--- config.mk ---
export PLATFORM = sky130hd
export DESIGN_NAME = button_pulse_gen
export DESIGN_NICKNAME = d
export VERILOG_FILES = /design/src/rtl/button_pulse_gen.sv
export SDC_FILE = /design/constraint.sdc
export NUM_CORES = 1
export LEC_CHECK = 0
export BUFFER_PORTS_ARGS = -buffer_cell sky130_fd_sc_hd__buf_4
export CAP_MARGIN = 25
export CORE_UTILIZATION = 54
export CTS_CLUSTER_SIZE = 25
export DETAILED_ROUTE_END_ITERATION = 6
export PLACE_DENSITY = 0.71
export SYNTH_ARGS = -nofsm -noshare
export SYNTH_HDL_FRONTEND = slang
export SYNTH_SLANG_ARGS = --single-unit
--- constraint.sdc ---
create_clock -name clk -period 2.5 [get_ports clk]
set_input_delay 0.25 -clock clk [delete_from_list [all_inputs] [get_ports clk]]
set_output_delay 0.25 -clock clk [all_outputs]
set_load 0.005 [all_outputs]
--- src/rtl/button_pulse_gen.sv ---
// Synchronises and debounces the UP/DOWN pushbuttons and emits one-cycle step pulses.
// Define AUTO_REPEAT_EN to add hold-to-repeat pulses; by default each press gives one pulse.
module button_pulse_gen #(
    parameter int DB_CYCLES    = 500000,
    parameter int REPEAT_DELAY = 50000000,
    parameter int REPEAT_RATE  = 10000000,
    parameter int CNT_W        = 26
) (
    input  logic clk,
    input  logic reset,
    input  logic btn_up_raw,
    input  logic btn_down_raw,
    output logic up,
    output logic down,
    output logic up_level,
    output logic down_level
);

    localparam logic [CNT_W-1:0] DB_LAST = CNT_W'(DB_CYCLES - 1);

    if (DB_CYCLES < 2 || REPEAT_DELAY < 2 || REPEAT_RATE < 2) begin : g_bad_timing
        $error("button_pulse_gen: DB_CYCLES, REPEAT_DELAY and REPEAT_RATE must be >= 2");
    end
    if ((longint'(DB_CYCLES) > (longint'(1) << CNT_W)) ||
        (longint'(REPEAT_DELAY) > (longint'(1) << CNT_W))) begin : g_bad_width
        $error("button_pulse_gen: CNT_W too narrow for the timing parameters");
    end

    logic [1:0] w_raw;
    logic [1:0] w_level;
    logic [1:0] w_pulse;

    assign w_raw = {btn_down_raw, btn_up_raw};

    // Index 0 is UP, index 1 is DOWN; each button gates its pulses on the other's level.
    for (genvar b = 0; b < 2; b++) begin : g_btn
        localparam int OTH = 1 - b;

        logic             r_sync_p0;
        logic             r_sync_p1;
        logic [CNT_W-1:0] r_dc;
        logic             r_lvl;
        logic             r_lvl_d;
        logic             r_pulse;
        logic             w_press;
        logic             w_fire;

        always_ff @(posedge clk) begin
            if (reset) begin
                r_sync_p0 <= 1'b0;
                r_sync_p1 <= 1'b0;
            end else begin
                r_sync_p0 <= w_raw[b];
                r_sync_p1 <= r_sync_p0;
            end
        end

        // Accept a new level only after DB_CYCLES consecutive disagreeing samples.
        always_ff @(posedge clk) begin
            if (reset) begin
                r_dc  <= '0;
                r_lvl <= 1'b0;
            end else if (r_sync_p1 == r_lvl) begin
                r_dc <= '0;
            end else if (r_dc == DB_LAST) begin
                r_lvl <= r_sync_p1;
                r_dc  <= '0;
            end else begin
                r_dc <= r_dc + CNT_W'(1);
            end
        end

        always_ff @(posedge clk) begin
            if (reset) begin
                r_lvl_d <= 1'b0;
            end else begin
                r_lvl_d <= r_lvl;
            end
        end

        assign w_press = r_lvl & ~r_lvl_d & ~w_level[OTH];

`ifdef AUTO_REPEAT_EN
        localparam logic [1:0] ST_IDLE   = 2'd0;
        localparam logic [1:0] ST_DELAY  = 2'd1;
        localparam logic [1:0] ST_REPEAT = 2'd2;

        localparam logic [CNT_W-1:0] RD_LAST = CNT_W'(REPEAT_DELAY - 1);
        localparam logic [CNT_W-1:0] RR_LAST = CNT_W'(REPEAT_RATE - 1);

        logic [1:0]       r_state;
        logic [CNT_W-1:0] r_rc;
        logic             w_rep_fire;
        logic             w_abort;

        assign w_abort = ~r_lvl | w_level[OTH];

        always_comb begin
            w_rep_fire = 1'b0;
            if (!w_abort) begin
                case (r_state)
                    ST_DELAY:  w_rep_fire = (r_rc == RD_LAST);
                    ST_REPEAT: w_rep_fire = (r_rc == RR_LAST);
                    default:   w_rep_fire = 1'b0;
                endcase
            end
        end

        // A released button or a conflicting press drops straight back to IDLE.
        always_ff @(posedge clk) begin
            if (reset) begin
                r_state <= ST_IDLE;
                r_rc    <= '0;
            end else if (w_abort) begin
                r_state <= ST_IDLE;
                r_rc    <= '0;
            end else begin
                case (r_state)
                    ST_IDLE: begin
                        if (w_press) begin
                            r_state <= ST_DELAY;
                            r_rc    <= '0;
                        end
                    end
                    ST_DELAY: begin
                        if (r_rc == RD_LAST) begin
                            r_state <= ST_REPEAT;
                            r_rc    <= '0;
                        end else begin
                            r_rc <= r_rc + CNT_W'(1);
                        end
                    end
                    ST_REPEAT: begin
                        if (r_rc == RR_LAST) begin
                            r_rc <= '0;
                        end else begin
                            r_rc <= r_rc + CNT_W'(1);
                        end
                    end
                    default: begin
                        r_state <= ST_IDLE;
                        r_rc    <= '0;
                    end
                endcase
            end
        end

        assign w_fire = w_press | w_rep_fire;
`else
        assign w_fire = w_press;
`endif

        always_ff @(posedge clk) begin
            if (reset) begin
                r_pulse <= 1'b0;
            end else begin
                r_pulse <= w_fire;
            end
        end

        assign w_level[b] = r_lvl;
        assign w_pulse[b] = r_pulse;
    end

    assign up         = w_pulse[0];
    assign down       = w_pulse[1];
    assign up_level   = w_level[0];
    assign down_level = w_level[1];

endmodule

==> flow_summary.yaml, run 1 <==
status:
  outcome: "completed"
setup_path:
  worstReg2RegEnd: "g_btn[1].r_dc[22]"
  r2r_slack_ns: 0.55
  slowest_delay_ns: 0.53
  path_class: "reg -> reg"
  crit_path_end_kind: "flop"
  worstPathRequired_ns: 2.77
  cp_cell_sequence: "ha_1 -> and4_1 -> nand4_1 -> or4_1 -> a21oi_1"
  crit_arrival_ns: 2.21
  r2r-start: "g_btn[1].r_dc[0]"
  critical_path_peak_fanout: 6
  ff2ff_path_depth: 5
  cp-start-kind: "flop"
  slowest_stage: "or4_1"
final_layout:
  share_of_layout_cells_above_drive_strength_1: 0.1101
  synthToLayoutAreaGrowth_pct: 10.89
  mostFrequentLayoutCell: "dfxtp_1"
  layout.cells.most_common_list: "dfxtp_1, nor2_1, a21oi_1, nand3_1, xor2_1"
  antenna_cells_inserted: 0
  stdcell_count: 385
  nets: 319
yosys:
  ys_seq_area_frac: 0.4519
  synth_top_area_share: 0.4519
  yosysWarningCount: 0
  synth-edff-count: 0
  synth_top_family_by_area: "simple AND/OR/NAND/NOR gates"
  post_synth_instance_area_um2: 2746
  post_synth_and_or_nand_nor_area_fraction: 0.3002
  syn_area_per_cell_um2: 9.005
  synth_ff_type: "dfxtp_1"
  ys_async_sr_fraction: 0
  netlist-cell-type-count: 36
  synth_compound_area_frac: 0.1148
  area_share_of_xor_xnor_cells_in_the_synthesized_design: 0.08292
  synthDominantAreaCellType: "dfxtp_1"
  number_of_cells_produced_by_synthesis: 305
  synthMuxAreaShare: 0
  largest_cells_by_area_after_synthesis: "dfxtp_1, xor2_1, a21oi_1, nor2_1, nand3_1"
  syn-num-nets: 311
  ys_seq_elements: 62
  synth_fa_ha_area_frac: 0.009112
timing:
  final_period_minus_worst_setup_slack_ns: 1.950
  setup_repair_after_global_routing_missed_its_margin: "false"
  actual_slew_at_the_worst_max_slew_pin_ns: 0.3986
  total_setup_violations_reported_at_the_end_of_the_flow: 0
  timing_hold_violations_final: 0
  min_period_over_period: 0.7799
  finalMaxSlewViolations: 0
  achievable-frequency_ghz: 0.5129
  slew-limit-headroom: 0.7335
  post-route-worst-setup-slack_ns: 0.5502
  post_route_setup_tns_ns: 0
  fin_skew_ns: 0.01152
  holdWs_ns: 0.1348
clock_tree:
  postCtsSetupRepairBufs: 0
  cts_max_level: 3
  tritoncts.num_buffers: 9
  clkLatencyLatePin_ns: 0.34
  tritoncts_num_sinks: 62
  cts_tree: "done"
  cts_hold_buf: 0
  postCtsResizedCells: 0
  max-clock-path-buffers: 2
  clk_transition_reported_paths_ns: 0.07
  root_buffer: "clkbuf_8"
placed_design:
  port_buffers: 7
  preCtsSetupSlack_ns: 0.5962
  detailed_placement_wirelength_estimate_um: 3510
  number_of_placed_instances_taps_included: 369
  gpl.final_weighted_congestion: 0.8083
routing:
  detail_route.wirelength_um: 5192
  detailedRoute.firstPassIterationCount: 4
  detail_route.drc_violations: 0
  route.vias.total: 2181
  routed_via_density: 5.665
  first_iter_violations: 116
  drt-wirelength-per-cell_um: 13.49
  antenna_left: 0
grt:
  grt.total_usage: 0.2120
  first_global_vias: 2001
  grt_pass1_wl_um: 8832
  antenna_violations_before_repair: 0
  grt_max_degree: 16
  grt_overflow: 0
die:
  die_x_um: 73.32
  area_enclosed_by_the_die_boundary_um2: 5375
  fp.coreArea_um2: 4817
  row_count: 25
  boundaryPins: 8
  die_y_um: 73.32
  initial_utilization: 0.5701
power_and_ir_drop:
  leak_pwr_nw: 0.9928
  vdd.ir_drop.worst_mv: 0.3525
  powerDensity_nw_per_um2: 648.3
min_path:
  worst_hold_path.num_cells: 2
  min_to: "g_btn[1].r_sync_p0"
  worstHoldStart: "btn_down_raw"
  min_path_type: "in -> reg"
run:
  timing.max_cap.violations: 0
## power breakdown
group	switching, mW	internal [mW]
logic	0.0122	0.00889
clock network	0.374	0.586
registers	0.00222	0.991
## cell families (layout without fill, tap and decap cells)
group,count (synthesis),in the layout
AOI/OAI and AO/OA,54,54
xor gates and xnor gates,26,26
adders and majority gates,2,2
buffers and inverters,22,35
DFF,62,62
and+or+nand+nor,139,139
## flip-flops by register name, indices dropped and copies added, names as in the netlist
signal           count
down                 1
down_level           1
g_btn.r_dc          52
g_btn.r_lvl_d        2
g_btn.r_sync_p0      2
g_btn.r_sync_p1      2
up                   1
up_level             1
## synth_stat cells, types with 2 or more instances
cell      count
and3_1        8
nor2_1       31
buf_6         2
clkbuf_1      2
nand4_1      12
nand2_1      13
nor3_1        2
nand3_1      21
nor3b_1       2
inv_1         8
and4_1        5
or4_1        11
nor4_1        3
o21ai_0      13
nand4_4       2
ha_1          2
o31ai_1      12
nor4b_1       4
dfxtp_1      62
a21oi_1      24
nor2b_1       7
xor2_1       19
xnor2_1       7
or3_1        13
buf_2         9
## worst max-delay path: cells and delay by family, from the launching register on
family / cells / cell delay (ns)
simple gates: 3 / 1.11
flops: 1 / 0.40
compound gates: 1 / 0.14
fa+ha+maj: 1 / 0.22
## through the flow
step	power (mW)	area, um2	utilization
after global routing	2.031	3045	0.6322
after floorplan	1.028	2746	-
final	1.974	3045	0.6322
after detailed placement	1.037	2830	0.5875
after global placement	1.036	2830	0.5875
after CTS	1.988	3045	0.6322
## layout make-up
cell class	count	area [um2]
clock buffers	12	145.1
clock inverters	4	70.07
fillers	436	1772
inverters	8	30.03
multi-input cells	221	1393
flip-flops and latches	62	1241
well taps	67	83.83
repair buffers	11	82.58
## layer usage
metal  vias up  global-route usage  wire length (um)  share of wire
met5         -                   0                 0              0
met4         0              0.1004                93          0.018
met3        10             0.04115               127          0.024
met2        23              0.2994              2115           0.41
met1      1023              0.3090              2855           0.55
li1       1125                   -                 -              -
## worst max-delay path by stage
stage	from	to	slack (ns)	cells past startpoint
3_5_place_dp	g_btn[1].r_dc[0]	g_btn[1].r_dc[22]	0.60	5
3_3_place_gp	g_btn[1].r_dc[0]	g_btn[1].r_dc[22]	0.68	5
2_1_floorplan	g_btn[0].r_dc[0]	g_btn[0].r_dc[2]	0.78	7
4_1_cts	g_btn[1].r_dc[0]	g_btn[1].r_dc[22]	0.56	5
5_1_grt	g_btn[1].r_dc[0]	g_btn[1].r_dc[22]	0.42	5
6_report	g_btn[1].r_dc[0]	g_btn[1].r_dc[22]	0.55	5
No activity file was read; power rests on OpenSTA's default activity.
==> inputs of run 2 (changes only) <==
Clock period 2.5 ns to 1.97 ns, I/O delays scaled along.
==> flow_summary.yaml, run 2 (synthesized netlist as in run 1, its figures left out) <==
status:
  outcome: "completed"
placed_design:
  number_of_placed_instances_taps_included: 376
  port_buffers: 7
  detailed_placement_wirelength_estimate_um: 3517
  gpl.final_weighted_congestion: 0.8161
final_layout:
  layout.cells.most_common_list: "dfxtp_1, nor2_1, a21oi_1, nand3_1, xor2_1"
  synthToLayoutAreaGrowth_pct: 14.08
  largest_register_ffs: 52
  nets: 326
  fillCellCount: 430
  antenna_cells_inserted: 0
  mostFrequentLayoutCell: "dfxtp_1"
  registers.top_by_ff_count: "g_btn.r_dc"
  stdcell_count: 392
  share_of_layout_cells_above_drive_strength_1: 0.1385
  final_core_utilization: 0.6504
power_and_ir_drop:
  total_power_mw: 2.609
  netSwitchingFraction: 0.1938
  leak_pwr_nw: 1.046
  p_clk_frac: 0.506
  switching_power_uw: 505.6
  pwr-share-seq: 0.483
  vdd.ir_drop.worst_mv: 0.5522
  internal-power_mw: 2.103
  power.share.combinational: 0.010
  powerDensity_nw_per_um2: 832.6
routing:
  routed_via_density: 5.645
  first_iter_violations: 151
  detail_route.wirelength_um: 5194
  route.vias.total: 2213
  antenna_left: 0
  drt-wirelength-per-cell_um: 13.25
  detailedRoute.firstPassIterationCount: 4
  detail_route.drc_violations: 0
timing:
  achievable-frequency_ghz: 0.5389
  fin_skew_ns: 0.008860
  post_route_setup_tns_ns: 0
  actual_slew_at_the_worst_max_slew_pin_ns: 0.3723
  final_period_minus_worst_setup_slack_ns: 1.856
  finalMaxSlewViolations: 0
  min_period_over_period: 0.9419
  total_setup_violations_reported_at_the_end_of_the_flow: 0
  setup_repair_after_global_routing_missed_its_margin: "false"
  timing_hold_violations_final: 0
  slew-limit-headroom: 0.7511
clock_tree:
  clkLatencyLatePin_ns: 0.34
  cts_tree: "done"
  tritoncts_num_sinks: 62
  clk_transition_reported_paths_ns: 0.07
  postCtsSetupRepairBufs: 0
  cts_hold_buf: 0
  tritoncts.num_buffers: 9
  root_buffer: "clkbuf_8"
  max-clock-path-buffers: 2
  cts_max_level: 3
  postCtsResizedCells: 0
die:
  row_count: 25
  die_x_um: 73.32
  fp.coreArea_um2: 4817
  area_enclosed_by_the_die_boundary_um2: 5375
  die_y_um: 73.32
  initial_utilization: 0.5701
  boundaryPins: 8
setup_path:
  crit_path_end_kind: "flop"
  slowest_delay_ns: 0.54
  cp-start-kind: "flop"
  cp_cell_sequence: "ha_1 -> and4_2 -> nand2_1 -> or4_1 -> a21oi_1"
  worstPathRequired_ns: 2.24
  path_class: "reg -> reg"
  crit_arrival_ns: 2.12
  slowest_stage: "or4_1"
  critical_path_peak_fanout: 7
min_path:
  min_path_type: "in -> reg"
grt:
  grt.total_usage: 0.2181
  grt_max_degree: 27
  first_global_vias: 2005
  grt_overflow: 0
  antenna_violations_before_repair: 0
  grt_pass1_wl_um: 8818
run:
  timing.max_cap.violations: 0
## run 2: final timing paths
check | end | slack [ns] | from | depth (start not counted)
setup / recovery | g_btn[1].r_dc[24] | 0.11 | g_btn[1].r_dc[0] | 5
hold / removal | g_btn[1].r_sync_p0 | 0.09 | btn_down_raw | 2
setup reg to reg | g_btn[1].r_dc[24] | 0.11 | g_btn[1].r_dc[0] | 5
hold reg to reg | up | 0.39 | g_btn[0].r_lvl_d | 1
## run 2: cell type report
| cell class | instances | area, um2 | share of cell area |
|---|---|---|---|
| timing repair buffer | 18 | 147.6 | 0.04712 |
| sequential | 62 | 1241 | 0.3962 |
| clock inverter | 7 | 112.6 | 0.03594 |
| tap | 67 | 83.83 | 0.02676 |
| multi-input combinational | 221 | 1394 | 0.4449 |
| clock buffer | 9 | 123.9 | 0.03954 |
| inverter | 8 | 30.03 | 0.009585 |
## run 2: per-stage QoR
stage / hold WS (ns) / setup WS (ns) / area [um2]
floorplan: 0.3252 / 0.2467 / 2746
global placement: 0.3778 / 0.1729 / 2895
detailed placement: 0.3775 / 0.1197 / 2895
CTS: 0.07220 / 0.07833 / 3132
global route: 0.07850 / 0.02934 / 3133
finish: 0.08578 / 0.1144 / 3133
## run 2: per-layer routing
metal	GRT usage	routed length, um	up-vias
met1	0.2783	2558	1041
met5	0	0	-
met3	0.08642	214	7
met2	0.3385	2355	31
li1	-	-	1134
met4	0.07051	66	0
## run 2: power groups by stage
stage               Sequential [mW]  Clock, mW  Combinational (mW)
finish                         1.26       1.32              0.0270
detailed placement             1.29          0              0.0267
CTS                            1.26       1.35              0.0274
global route                   1.26       1.40              0.0302
floorplan                      1.29          0              0.0163
global placement               1.29          0              0.0267
## run 2: worst max-delay path, delay by kind of cell (launching register included)
family / cells / cell delay, ns
compound gates: 1 / 0.15
fa+ha+maj: 1 / 0.22
simple gates: 3 / 1.03
flops: 1 / 0.38
==> inputs of run 3 (changes only) <==
Settings changed: CORE_ASPECT_RATIO set to 0.5.
==> flow_summary.yaml, run 3 (synthesized netlist as in run 1, its figures left out) <==
status:
  outcome: "completed"
routing:
  drt-wirelength-per-cell_um: 13.11
  detailedRoute.firstPassIterationCount: 4
  first_iter_violations: 39
  detail_route.wirelength_um: 5113
  detail_route.drc_violations: 0
  antenna_left: 0
  route.vias.total: 2207
  routed_via_density: 5.659
clock_tree:
  tritoncts.num_buffers: 9
  clkLatencyLatePin_ns: 0.34
  cts_hold_buf: 0
  postCtsResizedCells: 0
  postCtsSetupRepairBufs: 0
  cts_max_level: 3
  max-clock-path-buffers: 2
  cts_tree: "done"
  tritoncts_num_sinks: 62
  root_buffer: "clkbuf_8"
  clk_transition_reported_paths_ns: 0.06
timing:
  achievable-frequency_ghz: 0.5555
  min_period_over_period: 0.9138
  finalMaxSlewViolations: 0
  actual_slew_at_the_worst_max_slew_pin_ns: 0.3624
  total_setup_violations_reported_at_the_end_of_the_flow: 0
  timing_hold_violations_final: 0
  fin_skew_ns: 0.008751
  final_period_minus_worst_setup_slack_ns: 1.800
  slew-limit-headroom: 0.7550
  post_route_setup_tns_ns: 0
  setup_repair_after_global_routing_missed_its_margin: "false"
setup_path:
  crit_arrival_ns: 2.07
  cp_num_buf_inv: 0
  cp-start-kind: "flop"
  path_class: "reg -> reg"
  critical_path_peak_fanout: 7
  cp_cell_sequence: "ha_1 -> and4_2 -> nand2_2 -> or4_1 -> a21oi_1"
  cp_top_family: "simple AND/OR/NAND/NOR gates"
  worstPathRequired_ns: 2.24
  slowest_stage: "or4_1"
  crit_path_end_kind: "flop"
  slowest_delay_ns: 0.52
die:
  area_enclosed_by_the_die_boundary_um2: 5393
  die_x_um: 102.9
  fp.coreArea_um2: 4637
  row_count: 17
  initial_utilization: 0.5923
  die_y_um: 52.43
  boundaryPins: 8
placed_design:
  port_buffers: 7
  postPlaceCellArea_um2: 2887
  gpl.final_weighted_congestion: 0.8172
  detailed_placement_wirelength_estimate_um: 3415
grt:
  grt_pass1_wl_um: 8735
  antenna_violations_before_repair: 0
  grt.total_usage: 0.2209
  first_global_vias: 2019
  grt_max_degree: 27
  grt_overflow: 0
final_layout:
  antenna_cells_inserted: 0
  largest_register_ffs: 52
  nets: 325
  registers.top_by_ff_count: "g_btn.r_dc"
  final_design_area_no_fill_um2: 3090
  fillCellCount: 418
  layout.cells.most_common_list: "dfxtp_1, nor2_1, a21oi_1, nand3_1, xor2_1"
  synthToLayoutAreaGrowth_pct: 12.53
  share_of_layout_cells_above_drive_strength_1: 0.1358
  mostFrequentLayoutCell: "dfxtp_1"
run:
  timing.max_cap.violations: 0
power_and_ir_drop:
  powerDensity_nw_per_um2: 778.1
  leak_pwr_nw: 1.030
  vdd.ir_drop.worst_mv: 0.4495
  total_power_mw: 2.405
min_path:
  min_path_type: "in -> reg"
run 3: layout make-up:
type                    count  area [um2]  share of cell area
repair buffers             17       140.1             0.04534
clock inverters             4       45.04             0.01457
inverters                   8       30.03            0.009717
flip-flops and latches     62        1241              0.4016
well taps                  66       82.58             0.02672
multi-input cells         221        1396              0.4518
clock buffers              12       155.1             0.05020
run 3: path summary, 6_finish.rpt:
kind	cells after the start	from	slack [ns]	to
max	5	g_btn[1].r_dc[0]	0.17	g_btn[1].r_dc[24]
min	2	btn_down_raw	0.07	g_btn[1].r_sync_p0
max reg2reg	5	g_btn[1].r_dc[0]	0.17	g_btn[1].r_dc[24]
min reg2reg	1	g_btn[1].r_lvl_d	0.41	down
run 3: routing by layer:
layer	global-route usage	up-vias	wire length (um)
met4	0.07277	0	44
met5	0	-	0
met3	0.1000	7	224
li1	-	1134	-
met2	0.3722	30	2436
met1	0.2523	1036	2408
run 3: power by group:
part,internal [mW],switching [mW]
sequential,1.26,0.00278
clock,0.647,0.471
combinational,0.0112,0.0146
total,1.92,0.488
run 3: through the flow:
step | util | instances | worst slack, ns | hold slack, ns
2_1_floorplan | - | 305 | 0.2467 | 0.3252
3_3_place_gp | 0.6225 | 374 | 0.1655 | 0.3795
3_5_place_dp | 0.6225 | 374 | 0.08514 | 0.3832
4_1_cts | 0.6657 | 390 | 0.05676 | 0.04777
5_1_grt | 0.6665 | 390 | 0.006502 | 0.04921
6_report | 0.6665 | 390 | 0.1698 | 0.07033
